## config.mk

```make
export PLATFORM = sky130hd
export DESIGN_NAME = glyph_rect_sequencer
export DESIGN_NICKNAME = d
export VERILOG_FILES = /design/src/rtl/glyph_rect_sequencer_pkg.sv /design/src/rtl/glyph_rom.sv /design/src/rtl/glyph_rect_sequencer.sv
export SDC_FILE = /design/constraint.sdc
export NUM_CORES = 1
export LEC_CHECK = 0
export ABC_AREA = 1
export BUFFER_PORTS_ARGS = -buffer_cell sky130_fd_sc_hd__buf_4
export CAP_MARGIN = 25
export CELL_PAD_IN_SITES_DETAIL_PLACEMENT = 0
export CELL_PAD_IN_SITES_GLOBAL_PLACEMENT = 2
export CORE_UTILIZATION = 25
export DETAILED_ROUTE_END_ITERATION = 12
export PLACE_DENSITY = 0.85
export SLEW_MARGIN = 20
export SYNTH_ARGS = -nofsm -noshare
export SYNTH_HDL_FRONTEND = slang
export SYNTH_SLANG_ARGS = --single-unit
export TNS_END_PERCENT = 30
```

## constraint.sdc

```tcl
create_clock -name clock_i -period 3.7 [get_ports clock_i]
set_input_delay 0.185 -clock clock_i [delete_from_list [all_inputs] [get_ports clock_i]]
set_output_delay 0.185 -clock clock_i [all_outputs]
set_load 0.005 [all_outputs]
```

## src/rtl/glyph_rect_sequencer_pkg.sv

```systemverilog
// glyph_rect_sequencer_pkg: glyph codes, rectangle-count table and shared types
package glyph_rect_sequencer_pkg;
  localparam int GLYPH_I = 1;
  localparam int GLYPH_U = 2;
  localparam int GLYPH_G = 3;
  localparam int MAX_RECTS = 4;
  localparam int R_W = $clog2(MAX_RECTS);
  localparam int CNT_W = $clog2(MAX_RECTS + 1);
  typedef enum logic [1:0] {IDLE, EMIT, FIN} state_e;
  typedef struct packed {
    logic [2:0] x1;
    logic [2:0] y1;
    logic [2:0] x2;
    logic [2:0] y2;
  } urect_t;
  // Strokes per glyph; unknown codes draw nothing, like blank.
  function automatic logic [CNT_W-1:0] rect_count(input int code);
    return code == GLYPH_I ? CNT_W'(1) : code == GLYPH_U ? CNT_W'(3) :
           code == GLYPH_G ? CNT_W'(4) : CNT_W'(0);
  endfunction
endpackage

```

## src/rtl/glyph_rom.sv

```systemverilog
// glyph_rom: combinational unit-grid stroke table indexed by glyph code and stroke number
// Ports: code_i glyph code, r_i stroke index; rect_o unit-grid corners, count_o strokes in glyph.
module glyph_rom
  import glyph_rect_sequencer_pkg::*;
#(
  parameter int CODE_W = 2
) (
  input  logic [CODE_W-1:0] code_i,
  input  logic [R_W-1:0]    r_i,
  output urect_t            rect_o,
  output logic [CNT_W-1:0]  count_o
);
  always_comb begin
    rect_o = '0;
    count_o = rect_count(int'(code_i));
    if (int'(code_i) == GLYPH_I)
      rect_o = {3'd0, 3'd0, 3'd1, 3'd3};
    else if (int'(code_i) == GLYPH_U)
      rect_o = r_i == 2'd0 ? {3'd0, 3'd0, 3'd1, 3'd4} :
               r_i == 2'd1 ? {3'd2, 3'd0, 3'd3, 3'd4} : {3'd1, 3'd3, 3'd2, 3'd4};
    else if (int'(code_i) == GLYPH_G)
      rect_o = r_i == 2'd0 ? {3'd0, 3'd0, 3'd3, 3'd1} :
               r_i == 2'd1 ? {3'd0, 3'd1, 3'd1, 3'd4} :
               r_i == 2'd2 ? {3'd1, 3'd3, 3'd3, 3'd4} : {3'd2, 3'd2, 3'd3, 3'd3};
  end
endmodule

```

## src/rtl/glyph_rect_sequencer.sv

```systemverilog
// glyph_rect_sequencer: streams scaled stroke rectangles for every letter of a glyph string
// Ports: clock_i/reset_i (sync, active-high); start_i latches origin_*_i, text_i, num_letters_i when idle;
// rect_valid_o/rect_ready_i handshake carrying rect_{x1,y1,x2,y2}_o (x2/y2 exclusive) and rect_last_o;
// busy_o while a string is in flight, done_o one-cycle pulse at the end.
module glyph_rect_sequencer
  import glyph_rect_sequencer_pkg::*;
#(
  parameter int UNIT = 32,
  parameter int ADV = 4,
  parameter int MAX_LETTERS = 8,
  parameter int CODE_W = 2,
  parameter int LEN_W = 4
) (
  input  logic                          clock_i,
  input  logic                          reset_i,
  input  logic                          start_i,
  input  logic [31:0]                   origin_x_i,
  input  logic [31:0]                   origin_y_i,
  input  logic [MAX_LETTERS*CODE_W-1:0] text_i,
  input  logic [LEN_W-1:0]              num_letters_i,
  output logic                          busy_o,
  output logic                          rect_valid_o,
  input  logic                          rect_ready_i,
  output logic [31:0]                   rect_x1_o,
  output logic [31:0]                   rect_y1_o,
  output logic [31:0]                   rect_x2_o,
  output logic [31:0]                   rect_y2_o,
  output logic                          rect_last_o,
  output logic                          done_o
);
  localparam logic [31:0] STEP = 32'(ADV * UNIT);
  localparam logic [31:0] CELL = 32'(UNIT);
  state_e state_q, state_d;
  logic [31:0] ox_q, ox_d, oy_q, oy_d;
  logic [MAX_LETTERS*CODE_W-1:0] text_q, text_d;
  logic [LEN_W-1:0] len_q, len_d, k_q, k_d, lastk_q, lastk_d, len_in, lastk_in;
  logic [R_W-1:0] r_q, r_d;
  logic [CODE_W-1:0] code;
  urect_t ur;
  logic [CNT_W-1:0] cnt;
  logic valid, xfer, r_end, letter_end;
  assign len_in = num_letters_i > LEN_W'(MAX_LETTERS) ? LEN_W'(MAX_LETTERS) : num_letters_i;
  // Last non-blank letter, found at latch time so rect_last can fire before trailing blanks.
  always_comb begin
    lastk_in = '0;
    for (int i = 0; i < MAX_LETTERS; i++)
      if (i < int'(len_in) && rect_count(int'(text_i[i*CODE_W +: CODE_W])) != '0)
        lastk_in = LEN_W'(i);
  end
  assign code = text_q[k_q*CODE_W +: CODE_W];
  glyph_rom #(.CODE_W(CODE_W)) u_rom (
    .code_i (code),
    .r_i    (r_q),
    .rect_o (ur),
    .count_o(cnt)
  );
  assign valid = state_q == EMIT && cnt != '0;
  assign xfer = valid && rect_ready_i;
  assign r_end = CNT_W'(r_q) == cnt - CNT_W'(1);
  // Blank letters end immediately, giving their one dead cycle.
  assign letter_end = state_q == EMIT && (cnt == '0 || (xfer && r_end));
  always_comb begin
    state_d = state_q;
    ox_d = ox_q;
    oy_d = oy_q;
    text_d = text_q;
    len_d = len_q;
    lastk_d = lastk_q;
    k_d = k_q;
    r_d = r_q;
    if (state_q == IDLE && start_i) begin
      ox_d = origin_x_i;
      oy_d = origin_y_i;
      text_d = text_i;
      len_d = len_in;
      lastk_d = lastk_in;
      k_d = '0;
      r_d = '0;
      state_d = len_in == '0 ? FIN : EMIT;
    end else if (letter_end) begin
      k_d = k_q + LEN_W'(1);
      r_d = '0;
      state_d = k_q == len_q - LEN_W'(1) ? FIN : EMIT;
    end else if (xfer) begin
      r_d = r_q + R_W'(1);
    end else if (state_q == FIN) begin
      state_d = IDLE;
    end
  end
  always_ff @(posedge clock_i) begin
    if (reset_i) begin
      state_q <= IDLE;
      ox_q <= '0;
      oy_q <= '0;
      text_q <= '0;
      len_q <= '0;
      lastk_q <= '0;
      k_q <= '0;
      r_q <= '0;
    end else begin
      state_q <= state_d;
      ox_q <= ox_d;
      oy_q <= oy_d;
      text_q <= text_d;
      len_q <= len_d;
      lastk_q <= lastk_d;
      k_q <= k_d;
      r_q <= r_d;
    end
  end
  assign rect_valid_o = valid;
  assign rect_x1_o = valid ? ox_q + 32'(k_q) * STEP + 32'(ur.x1) * CELL : '0;
  assign rect_x2_o = valid ? ox_q + 32'(k_q) * STEP + 32'(ur.x2) * CELL : '0;
  assign rect_y1_o = valid ? oy_q + 32'(ur.y1) * CELL : '0;
  assign rect_y2_o = valid ? oy_q + 32'(ur.y2) * CELL : '0;
  assign rect_last_o = valid && k_q == lastk_q && r_end;
  assign busy_o = state_q != IDLE;
  assign done_o = state_q == FIN;
endmodule

```

==> flow_metrics.py, run 1 <==
metrics = {
    "run_status": {
        "status": "finished with violations",
        "violations": "negative setup slack",
    },
    "setup_path": {
        "cp.required_ps": 3510,
        "cp-start-kind": "flip-flop",
        "end_kind": "primary output",
        "reg2regPathDepth": 21,
        "critPathArrivalTime_ps": 3900,
        "crit_type": "reg -> out",
        "path_max_fanout": 7,
    },
    "synthesis": {
        "synth_xor_area_share_pct": 1.48,
        "ys_seq_area_share_pct": 23.2,
        "synth_top_family_by_area": "simple AND/OR/NAND/NOR gates",
        "yosysWarnings": 0,
        "synth-edff-count": 0,
        "synthArstFlopShare_pct": 0,
        "yosys.area_share.simple_pct": 38.6,
        "synth_fa_ha_area_share_pct": 4.88,
        "ys.flop_type": "dfxtp_1",
        "synth_mux_area_share_pct": 0,
        "synth_top_cell_area_share_pct": 23.2,
        "syn_inst": 1344,
        "syn_area_per_cell_um2": 6.10,
        "synth_area_um2": 8200,
        "synth_nets": 1461,
        "synth_area_leaders": "dfxtp_1 23%, nor2_1 10%, nand2_1 9.9%",
        "synthDistinctLibCells": 49,
        "synth_compound_area_share_pct": 20.8,
        "synth_top_area_cell": "dfxtp_1",
        "synth-seq-cells": 95,
    },
    "finish": {
        "layout.nets": 1751,
        "multi_input_area_um2": 6060,
        "final_layout_size_suffix_gt1_share_pct": 37.9,
        "diodes": 0,
        "num-fill-cells": 3497,
        "area_growth_pct": 47.3,
        "ff_latch_area_um2": 1910,
    },
    "drt": {
        "viasPerCell": 4.68,
        "num_vias": 9712,
        "ant_nets": 0,
        "drt_pre_antenna_iters": 5,
        "drt-met1-wl_um": 15300,
        "top_layer_used": "met4",
        "drtIter0Drc": 524,
        "drc": 0,
        "wl_per_cell_um": 15.9,
        "wl_met2_um": 15500,
        "dr_wl_met3_um": 1510,
        "wirelength_um": 32900,
    },
    "clock_network": {
        "clkSinkCount": 95,
        "root_buffer": "clkbuf_16",
        "clockBufferDepth": 2,
        "worst_skew_pair.late_latency_ps": 370,
        "numCtsBuffers": 9,
        "clk_pin_slew_ps": 80,
        "cts_tree": "done",
        "h-tree-depth": 3,
    },
    "flow_run": {
        "maxCapViolations": 0,
    },
    "worst_hold_path": {
        "hold_path_class": "in -> reg",
        "whs_path_depth": 2,
    },
    "global_routing": {
        "grt_max_degree": 76,
        "antenna_found_initial": 0,
        "grt_pass1_vias": 9329,
        "grt_pass1_wl_um": 50800,
        "grt.overflow.total": 0,
        "grt_usage_pct": 19.4,
    },
    "timing": {
        "fin_worst_skew_ps": 10.1,
        "fin_ws_ps": -386,
        "slew_viol_final": 0,
        "hold_viol": 0,
        "finalSetupViolCount": 63,
        "finalSetupTns_ps": -10170,
        "clock.fmax_mhz": 245,
        "grt_setup_unrepaired": "yes",
        "worst_pin_slew_ps": 803,
        "post-route-min-period_ps": 4090,
        "finalCritPeriodShare_pct": 110,
        "slew_headroom_pct": 46.4,
        "hold_ws_ps": 21.1,
    },
    "floorplanning": {
        "dieArea_um2": 33500,
        "initial_core_util_pct": 25.7,
        "io_pins": 220,
        "core_area_um2": 31900,
        "fp.dieH_um": 183,
        "die_width_um": 183,
        "fp-row-count": 65,
    },
    "power_and_ir_drop": {
        "p_total_mw": 3.90,
        "powerDensity_nw_per_um2": 323,
        "peakVddDrop_uv": 247,
        "leakagePower_nw": 5.15,
    },
    "placement": {
        "place_ws_ps": -204,
        "dp_hpwl_um": 25500,
        "place_congestion": 0.906,
        "place.port_buffers": 219,
    },
}
[through the flow]
| stage | instances | util [%] | instance area, µm² |
|---|---|---|---|
| detailed placement | 2022 | 33.7 | 10800 |
| CTS | 2056 | 36.1 | 11500 |
| global route | 2074 | 37.9 | 12100 |
| floorplan | 1344 | - | 8200 |
| global placement | 2022 | 33.7 | 10800 |
| finish | 2074 | 37.9 | 12100 |
[power breakdown]
| group | total (mW) | internal (mW) | switching [mW] |
|---|---|---|---|
| logic | 1.62 | 0.657 | 0.961 |
| clock network | 0.999 | 0.494 | 0.504 |
| registers | 1.28 | 1.15 | 0.135 |
[Yosys cell counts, types with 4 or more instances]
cell type / count
nand4_1: 26
fa_1: 5
xor2_1: 7
nor4_1: 5
buf_4: 10
a21oi_1: 135
nand2_1: 216
buf_1: 4
o21ai_1: 6
nor2_1: 226
nand3_1: 43
xnor2_1: 5
clkbuf_1: 38
nand3_2: 10
o21a_1: 9
inv_1: 154
o21ai_0: 142
nor2_2: 24
nand2_2: 30
o211ai_1: 4
a31oi_1: 5
dfxtp_1: 95
ha_1: 24
inv_2: 13
o22ai_1: 4
nor3_1: 44
nor2_4: 18
nand2_4: 9
[registers in the layout (all words and copies together), names as in the netlist]
name,cells
ox_q,32
r_q,2
len_q,4
state_q,2
lastk_q,3
text_q,16
oy_q,32
k_q,4
[routing by layer]
layer	track usage, %	up-vias
li1	-	4975
met1	25.5	4465
met2	32.9	239
met3	2.88	33
met4	5.40	0
met5	0	-
[logic make-up (layout without fill, tap and decap cells)]
family	Yosys count	after routing
buf+inv	226	521
simple gates	661	661
fa+ha+maj	29	29
xor+xnor	13	13
compound gates	320	320
flops	95	95
[timing repair]
action	4_1_cts	5_1_grt
endpoints found under the setup margin	86	94
hold endpoints to repair	0	0
setup buffers	18	21
pin swaps	24	56
resized for setup	102	143
hold buffers	0	0
[path summary, 6_finish.rpt]
check / end / slack [ps] / startpoint
setup / recovery: rect_y1_o[31] / -390 / k_q[0]
hold / removal: len_q[3] / 20 / reset_i
setup reg to reg: state_q[0] / 770 / k_q[0]
hold reg to reg: oy_q[0] / 460 / oy_q[0]
[placed cells by master, fill, tap and decap left out, types with 21 or more instances in the layout]
| cell type | netlist | layout |
|---|---|---|
| a21oi_1 | 135 | 115 |
| buf_4 | 10 | 312 |
| buf_6 | 3 | 23 |
| dfxtp_1 | 95 | 93 |
| inv_1 | 154 | 128 |
| inv_2 | 13 | 35 |
| nand2_1 | 216 | 197 |
| nand2_2 | 30 | 45 |
| nand3_1 | 43 | 37 |
| nand4_1 | 26 | 26 |
| nor2_1 | 226 | 190 |
| nor2_2 | 24 | 35 |
| nor2_4 | 18 | 43 |
| nor3_1 | 44 | 30 |
| o21ai_0 | 142 | 115 |
| o21ai_1 | 6 | 21 |
[layout make-up]
type | count | share of cell area, %
Clock buffer | 10 | 1.98
Tap cell | 435 | 4.50
Inverter | 169 | 5.34
Clock inverter | 6 | 0.518
Timing Repair Buffer | 336 | 21.7
Multi-Input combinational cell | 1023 | 50.2
Sequential cell | 95 | 15.8
[critical path, cell delays in order (launching register included)]
cell      delay (ps)
dfxtp_4          380
buf_6            130
o21ai_1           60
o221ai_1         180
o211ai_1         120
buf_4            170
inv_4             70
ha_4             150
a21oi_4           70
nor3_4           180
ha_2             200
inv_2             40
fa_2             360
inv_2             80
nand2_4           50
nor2_4           100
nand2_2           70
nor2_2           140
inv_2             60
nor2_4           110
nand2_2           90
nor2_4           120
nand2_2           90
nor3_4           160
a21oi_2           70
o21a_1           140
buf_4            130
Power figures use the tool's default switching activity.
==> run 2, diff against run 1 <==
Settings changed: BUFFER_PORTS_ARGS -buffer_cell sky130_fd_sc_hd__buf_4 to default, CELL_PAD_IN_SITES_GLOBAL_PLACEMENT 2 to 1, CORE_UTILIZATION 25 to 40, CTS_CLUSTER_DIAMETER from default to 100, DONT_BUFFER_PORTS from default to 1.
==> run 2 against run 1 <==
  * Flip-flop and latch count is the same
  * Highest routed layer unchanged
  * The flow still finishes with violations (negative setup slack)
  * Global-route usage grew 6.4 points
  * Final cell count shrank 18%
  * Critical path depth shrank 2
  * Sequential share of layout area grew 2.7 points
  * Fmax grew 2.8%
  * Setup slack gained 110 ps
  * Combinational power shrank 15%
  * Critical endpoint unchanged
  * Power shrank 6.4%
==> flow_metrics.py, run 2 (synthesis gave the netlist of run 1 again) <==
metrics = {
    "global_routing": {
        "met1_usage_pct": 32.2,
        "antenna_found_initial": 1,
        "grt_pass1_wl_um": 43900,
        "grt-busiest-layer": "met2",
        "use_met3_pct": 4.37,
        "grt_max_degree": 75,
        "grt.overflow.total": 0,
        "grt_usage_pct": 25.8,
        "met2_usage_pct": 44.5,
        "grt_pass1_vias": 8553,
    },
    "timing": {
        "grt_setup_unrepaired": "yes",
        "finalCritPeriodShare_pct": 107,
        "hold_viol": 0,
        "fin_worst_skew_ps": 9.24,
        "worst_pin_slew_ps": 927,
        "finalSetupTns_ps": -5790,
        "clock.fmax_mhz": 251,
        "fin_ws_ps": -276,
        "finalSetupViolCount": 57,
        "slew_viol_final": 0,
        "slew_headroom_pct": 38.2,
        "post-route-min-period_ps": 3980,
    },
    "floorplanning": {
        "dieArea_um2": 21100,
        "die_width_um": 145,
        "fp-row-count": 52,
        "io_pins": 220,
        "core_area_um2": 20200,
        "initial_core_util_pct": 40.7,
        "fp.dieH_um": 145,
    },
    "clock_network": {
        "numCtsBuffers": 9,
        "clk_pin_slew_ps": 80,
        "cts_tree": "done",
        "root_buffer": "clkbuf_16",
        "clockBufferDepth": 2,
        "clkSinkCount": 95,
        "h-tree-depth": 3,
        "worst_skew_pair.late_latency_ps": 360,
    },
    "finish": {
        "final_layout_size_suffix_gt1_share_pct": 26.3,
        "area_growth_pct": 25.8,
        "num-fill-cells": 2069,
        "ff_latch_area_um2": 1910,
        "multi_input_area_um2": 6000,
        "layout.nets": 1548,
        "fin_cells": 1708,
        "final_cell_mix": "196 x nand2_1, 194 x nor2_1, 135 x inv_1",
        "final_common_cell": "nand2_1",
        "reg_top3": "ox_q x32, oy_q x32, text_q x16",
    },
    "drt": {
        "ant_nets": 0,
        "viasPerCell": 5.31,
        "drt_pre_antenna_iters": 5,
        "drtIter0Drc": 547,
        "num_vias": 9070,
        "drc": 0,
        "wl_per_cell_um": 16.2,
        "wirelength_um": 27700,
    },
    "setup_path": {
        "cpMaxStageDelayCell": "dfxtp_4",
        "critPathArrivalTime_ps": 3790,
        "cp-start-kind": "flip-flop",
        "path_max_fanout": 5,
        "crit_family": "simple AND/OR/NAND/NOR gates",
        "crit_chain": "buf_6 > o21ai_2 > o22ai_1 > o211ai_1 > inv_1 > buf_4 > ha_4 > nor3_4 > ha_2 > inv_2 > fa_2 > inv_2 > nand2_2 > nor2_2 > nand2_1 > nor2_1 > inv_1 > nor2_2 > nand2_2 > nor2_4 > nand2_4 > nor3_4 > a21oi_2 > o21a_1",
        "crit_type": "reg -> out",
        "cp.required_ps": 3510,
        "reg2regPathDepth": 19,
        "cp_num_cells": 24,
        "r2r_start": "k_q[0]",
        "end_kind": "primary output",
        "worst_path_largest_cell_delay_ps": 370,
        "reg2reg_slack_ps": 750,
        "startpoint": "k_q[0]",
        "critical_path_buf_inv_count": 6,
        "reg2reg_to": "state_q[0]",
        "crit_end": "rect_y1_o[31]",
    },
    "placement": {
        "dp_hpwl_um": 20600,
        "dp.cells": 1610,
        "place.port_buffers": 0,
        "place_congestion": 0.925,
    },
    "run_status": {
        "violations": "negative setup slack",
        "status": "finished with violations",
    },
    "worst_hold_path": {
        "hold_path_class": "in -> reg",
    },
    "power_and_ir_drop": {
        "powerDensity_nw_per_um2": 354,
        "leakagePower_nw": 4.08,
        "p_total_mw": 3.65,
        "peakVddDrop_uv": 210,
    },
    "flow_run": {
        "maxCapViolations": 0,
    },
}
==> run 2: per-layer routing <==
| metal | wire length [µm] | part of all wire, % |
|---|---|---|
| met1 | 11700 | 42 |
| met2 | 13600 | 49 |
| met3 | 1640 | 5.9 |
| met4 | 764 | 2.8 |
| met5 | 0 | 0 |
==> run 2: through the flow <==
| step | hold WS, ps | instance area, µm² | util [%] | setup WS, ps |
|---|---|---|---|---|
| 2_1_floorplan | 263 | 8200 | - | 18.0 |
| 3_3_place_gp | 265 | 8680 | 43.0 | 51.3 |
| 3_5_place_dp | 270 | 8680 | 43.0 | -78.6 |
| 4_1_cts | 1.94 | 9910 | 49.1 | -321 |
| 5_1_grt | 5.24 | 10300 | 51.2 | -557 |
| 6_report | 11.7 | 10300 | 51.2 | -276 |
==> run 2: report_power, final <==
group / total (mW) / switching (mW) / leakage [nW] / internal [mW]
Sequential: 1.28 / 0.133 / 0.787 / 1.15
Combinational: 1.37 / 0.887 / 3.15 / 0.483
Clock: 0.998 / 0.509 / 0.151 / 0.489
==> run 2: worst min path at each step <==
stage | from | endpoint | slack, ps | cells after the start
final | text_i[2] | text_q[2] | 10 | 2
after global routing | origin_y_i[4] | oy_q[4] | 5 | 2
after CTS | origin_y_i[5] | oy_q[5] | 2 | 2
after detailed placement | reset_i | len_q[3] | 270 | 1
after global placement | reset_i | len_q[3] | 270 | 1
after floorplan | reset_i | len_q[3] | 260 | 1
==> run 2: layout make-up <==
class | instances | area share [%]
diodes | 2 | 0.0485
repair buffers | 133 | 10.7
multi-input cells | 1023 | 58.2
clock buffers | 9 | 2.18
inverters | 169 | 6.26
clock inverters | 7 | 0.813
well taps | 270 | 3.27
flip-flops and latches | 95 | 18.5
==> run 2: what timing repair did <==
action | in CTS | in global routing
endpoints found under the setup margin | 68 | 86
cloned | 0 | 0
pin swaps | 37 | 60
hold buffers | 23 | 0
resized for setup | 113 | 96
endpoints found under the hold margin | 24 | 0
buffers inserted | 46 | 14
==> run 3, diff against run 2 <==
Settings changed: BUFFER_PORTS_ARGS from default to -buffer_cell sky130_fd_sc_hd__buf_4, CORE_UTILIZATION 40 to 33, DONT_BUFFER_PORTS 1 to default.
==> run 3 against run 2 <==
  * The run still ends with negative setup slack left
  * Wire length is 9.2% higher
  * Worst hold slack better by 22 ps
  * First-iteration DRC count is 7.7% higher
  * Critical path depth unchanged
  * Setup slack worse by 150 ps
  * Clock-buffer cell count did not move
  * Global-route usage down 3.0 points
  * Clock power about the same
  * Fmax decreased by 3.7%
  * Largest cell class unchanged
==> flow_metrics.py, run 3 (synthesis gave the netlist of run 1 again) <==
metrics = {
    "run_status": {
        "status": "finished with violations",
        "violations": "negative setup slack",
    },
    "placement": {
        "dpl-instance-area_um2": 10400,
        "place.port_buffers": 219,
        "place_ws_ps": -85.8,
        "place_congestion": 0.903,
        "dp_hpwl_um": 22800,
    },
    "finish": {
        "design_area_um2": 11800,
        "num-fill-cells": 2469,
        "final_cell_mix": "293 x buf_4, 195 x nand2_1, 191 x nor2_1",
        "final_layout_size_suffix_gt1_share_pct": 36.8,
        "final_common_cell": "buf_4",
        "diodes": 0,
        "area_growth_pct": 44.3,
        "reg_top3": "ox_q x32, oy_q x32, text_q x16",
        "layout.nets": 1732,
    },
    "timing": {
        "hold_viol": 0,
        "grt_setup_unrepaired": "yes",
        "finalSetupViolCount": 67,
        "slew_viol_final": 0,
        "slew_headroom_pct": 33.2,
        "clock.fmax_mhz": 242,
        "fin_worst_skew_ps": 12.4,
        "worst_pin_slew_ps": 1000,
        "finalCritPeriodShare_pct": 112,
        "fin_ws_ps": -427,
        "post-route-min-period_ps": 4130,
    },
    "power_and_ir_drop": {
        "leakagePower_nw": 5.14,
        "p_total_mw": 3.88,
        "pwr-share-seq_pct": 33.1,
        "comb_power_share_pct": 41.2,
        "switching_power_mw": 1.59,
        "swShare_pct": 41.0,
        "peakVddDrop_uv": 318,
        "p_clk_share_pct": 25.8,
        "powerDensity_nw_per_um2": 328,
        "p_int_mw": 2.29,
    },
    "flow_run": {
        "maxCapViolations": 0,
    },
    "drt": {
        "drtIter0Drc": 589,
        "drt_pre_antenna_iters": 5,
        "drc": 0,
        "wl_per_cell_um": 15.5,
        "ant_nets": 0,
        "wirelength_um": 30200,
        "viasPerCell": 4.99,
        "num_vias": 9697,
    },
    "clock_network": {
        "worst_skew_pair.late_latency_ps": 360,
        "h-tree-depth": 3,
        "numCtsBuffers": 9,
        "clk_pin_slew_ps": 80,
        "clkSinkCount": 95,
        "cts_tree": "done",
        "clockBufferDepth": 2,
        "root_buffer": "clkbuf_16",
    },
    "setup_path": {
        "cpMaxStageDelayCell": "dfxtp_4",
        "crit_top_cell": "nor2_4",
        "critPathArrivalTime_ps": 3940,
        "cp.required_ps": 3510,
        "crit_chain": "buf_6 > o21ai_2 > o22ai_1 > o211ai_1 > inv_2 > ha_4 > buf_6 > nand2_4 > nor2_4 > a21oi_2 > nor2_2 > ha_1 > a21oi_2 > nor2_2 > nand2_2 > nor2_4 > nand3_4 > nor2_4 > inv_2 > nor2_4 > nand2_2 > nor3_2 > nor3_2 > buf_4",
        "end_kind": "primary output",
        "path_max_fanout": 5,
        "crit_type": "reg -> out",
        "cp-start-kind": "flip-flop",
        "worst_path_largest_cell_delay_ps": 370,
    },
    "global_routing": {
        "grt_max_degree": 76,
        "grt.overflow.total": 0,
        "grt_pass1_wl_um": 46700,
        "grt_pass1_vias": 9184,
        "antenna_found_initial": 0,
        "grt_usage_pct": 22.8,
    },
    "floorplanning": {
        "fp-row-count": 57,
        "io_pins": 220,
        "dieArea_um2": 25500,
        "die_width_um": 160,
        "core_area_um2": 24300,
        "initial_core_util_pct": 33.7,
        "fp.dieH_um": 160,
    },
    "worst_hold_path": {
        "hold_path_class": "in -> reg",
    },
}
run 3: cell types whose count changed in the layout (fill, tap and decap cells not counted), sizes merged:
cell         previous run  this run
buf                   110       317
dlygate4sd3            23         0
diode                   2         0
run 3: worst max-delay path: cells and delay by family (launching register included):
| family | cells | cell delay (ps) |
|---|---|---|
| simple gates | 12 | 1350 |
| compound gates | 5 | 720 |
| buf+inv | 5 | 650 |
| fa+ha+maj | 2 | 490 |
| flops | 1 | 370 |
run 3: final timing paths:
check,from,end,slack [ps],cells after the start
max reg2reg,k_q[0],state_q[0],680,19
max,k_q[0],rect_x1_o[20],-430,24
min,reset_i,len_q[3],30,2
min reg2reg,oy_q[4],oy_q[4],460,2
run 3: routing by layer:
layer / wire length, µm / global-route usage (%) / up-vias
li1: - / - / 4932
met1: 13100 / 29.1 / 4426
met2: 14600 / 39.1 / 294
met3: 1670 / 3.40 / 45
met4: 835 / 7.52 / 0
met5: 0 / 0 / -
run 3: what timing repair did:
| item | CTS | global route |
|---|---|---|
| gates resized for setup | 95 | 154 |
| cloned | 1 | 0 |
| hold buffers | 0 | 0 |
| endpoints found under the setup margin | 72 | 91 |
| buffers inserted | 36 | 15 |
| pin swaps | 36 | 69 |
run 3: power groups by stage:
stage                     sequential (mW)  clock, mW  combinational [mW]
after detailed placement             1.29          0                1.36
after global placement               1.29          0                1.34
after floorplan                      1.25          0               0.842
final                                1.28      0.999                1.60
after CTS                            1.27       1.03                1.48
after global routing                 1.30       1.06                1.76
run 3: area by class of cell:
| type | instances | area (µm²) | share of cell area (%) |
|---|---|---|---|
| Clock inverter | 7 | 81.3 | 0.687 |
| Multi-Input combinational cell | 1023 | 6090 | 51.4 |
| Tap cell | 324 | 405 | 3.43 |
| Clock buffer | 9 | 225 | 1.90 |
| Inverter | 169 | 641 | 5.41 |
| Timing Repair Buffer | 317 | 2490 | 21.0 |
| Sequential cell | 95 | 1910 | 16.1 |
run 3: stage by stage:
stage	setup TNS [ps]	hold slack, ps	util [%]	cells
after floorplan	0	263	-	1344
after global placement	-11.9	413	42.9	1885
after detailed placement	-119	415	42.9	1885
after CTS	-8630	27.8	46.4	1938
after global routing	-29770	28.9	48.7	1944
final	-13530	33.9	48.7	1944
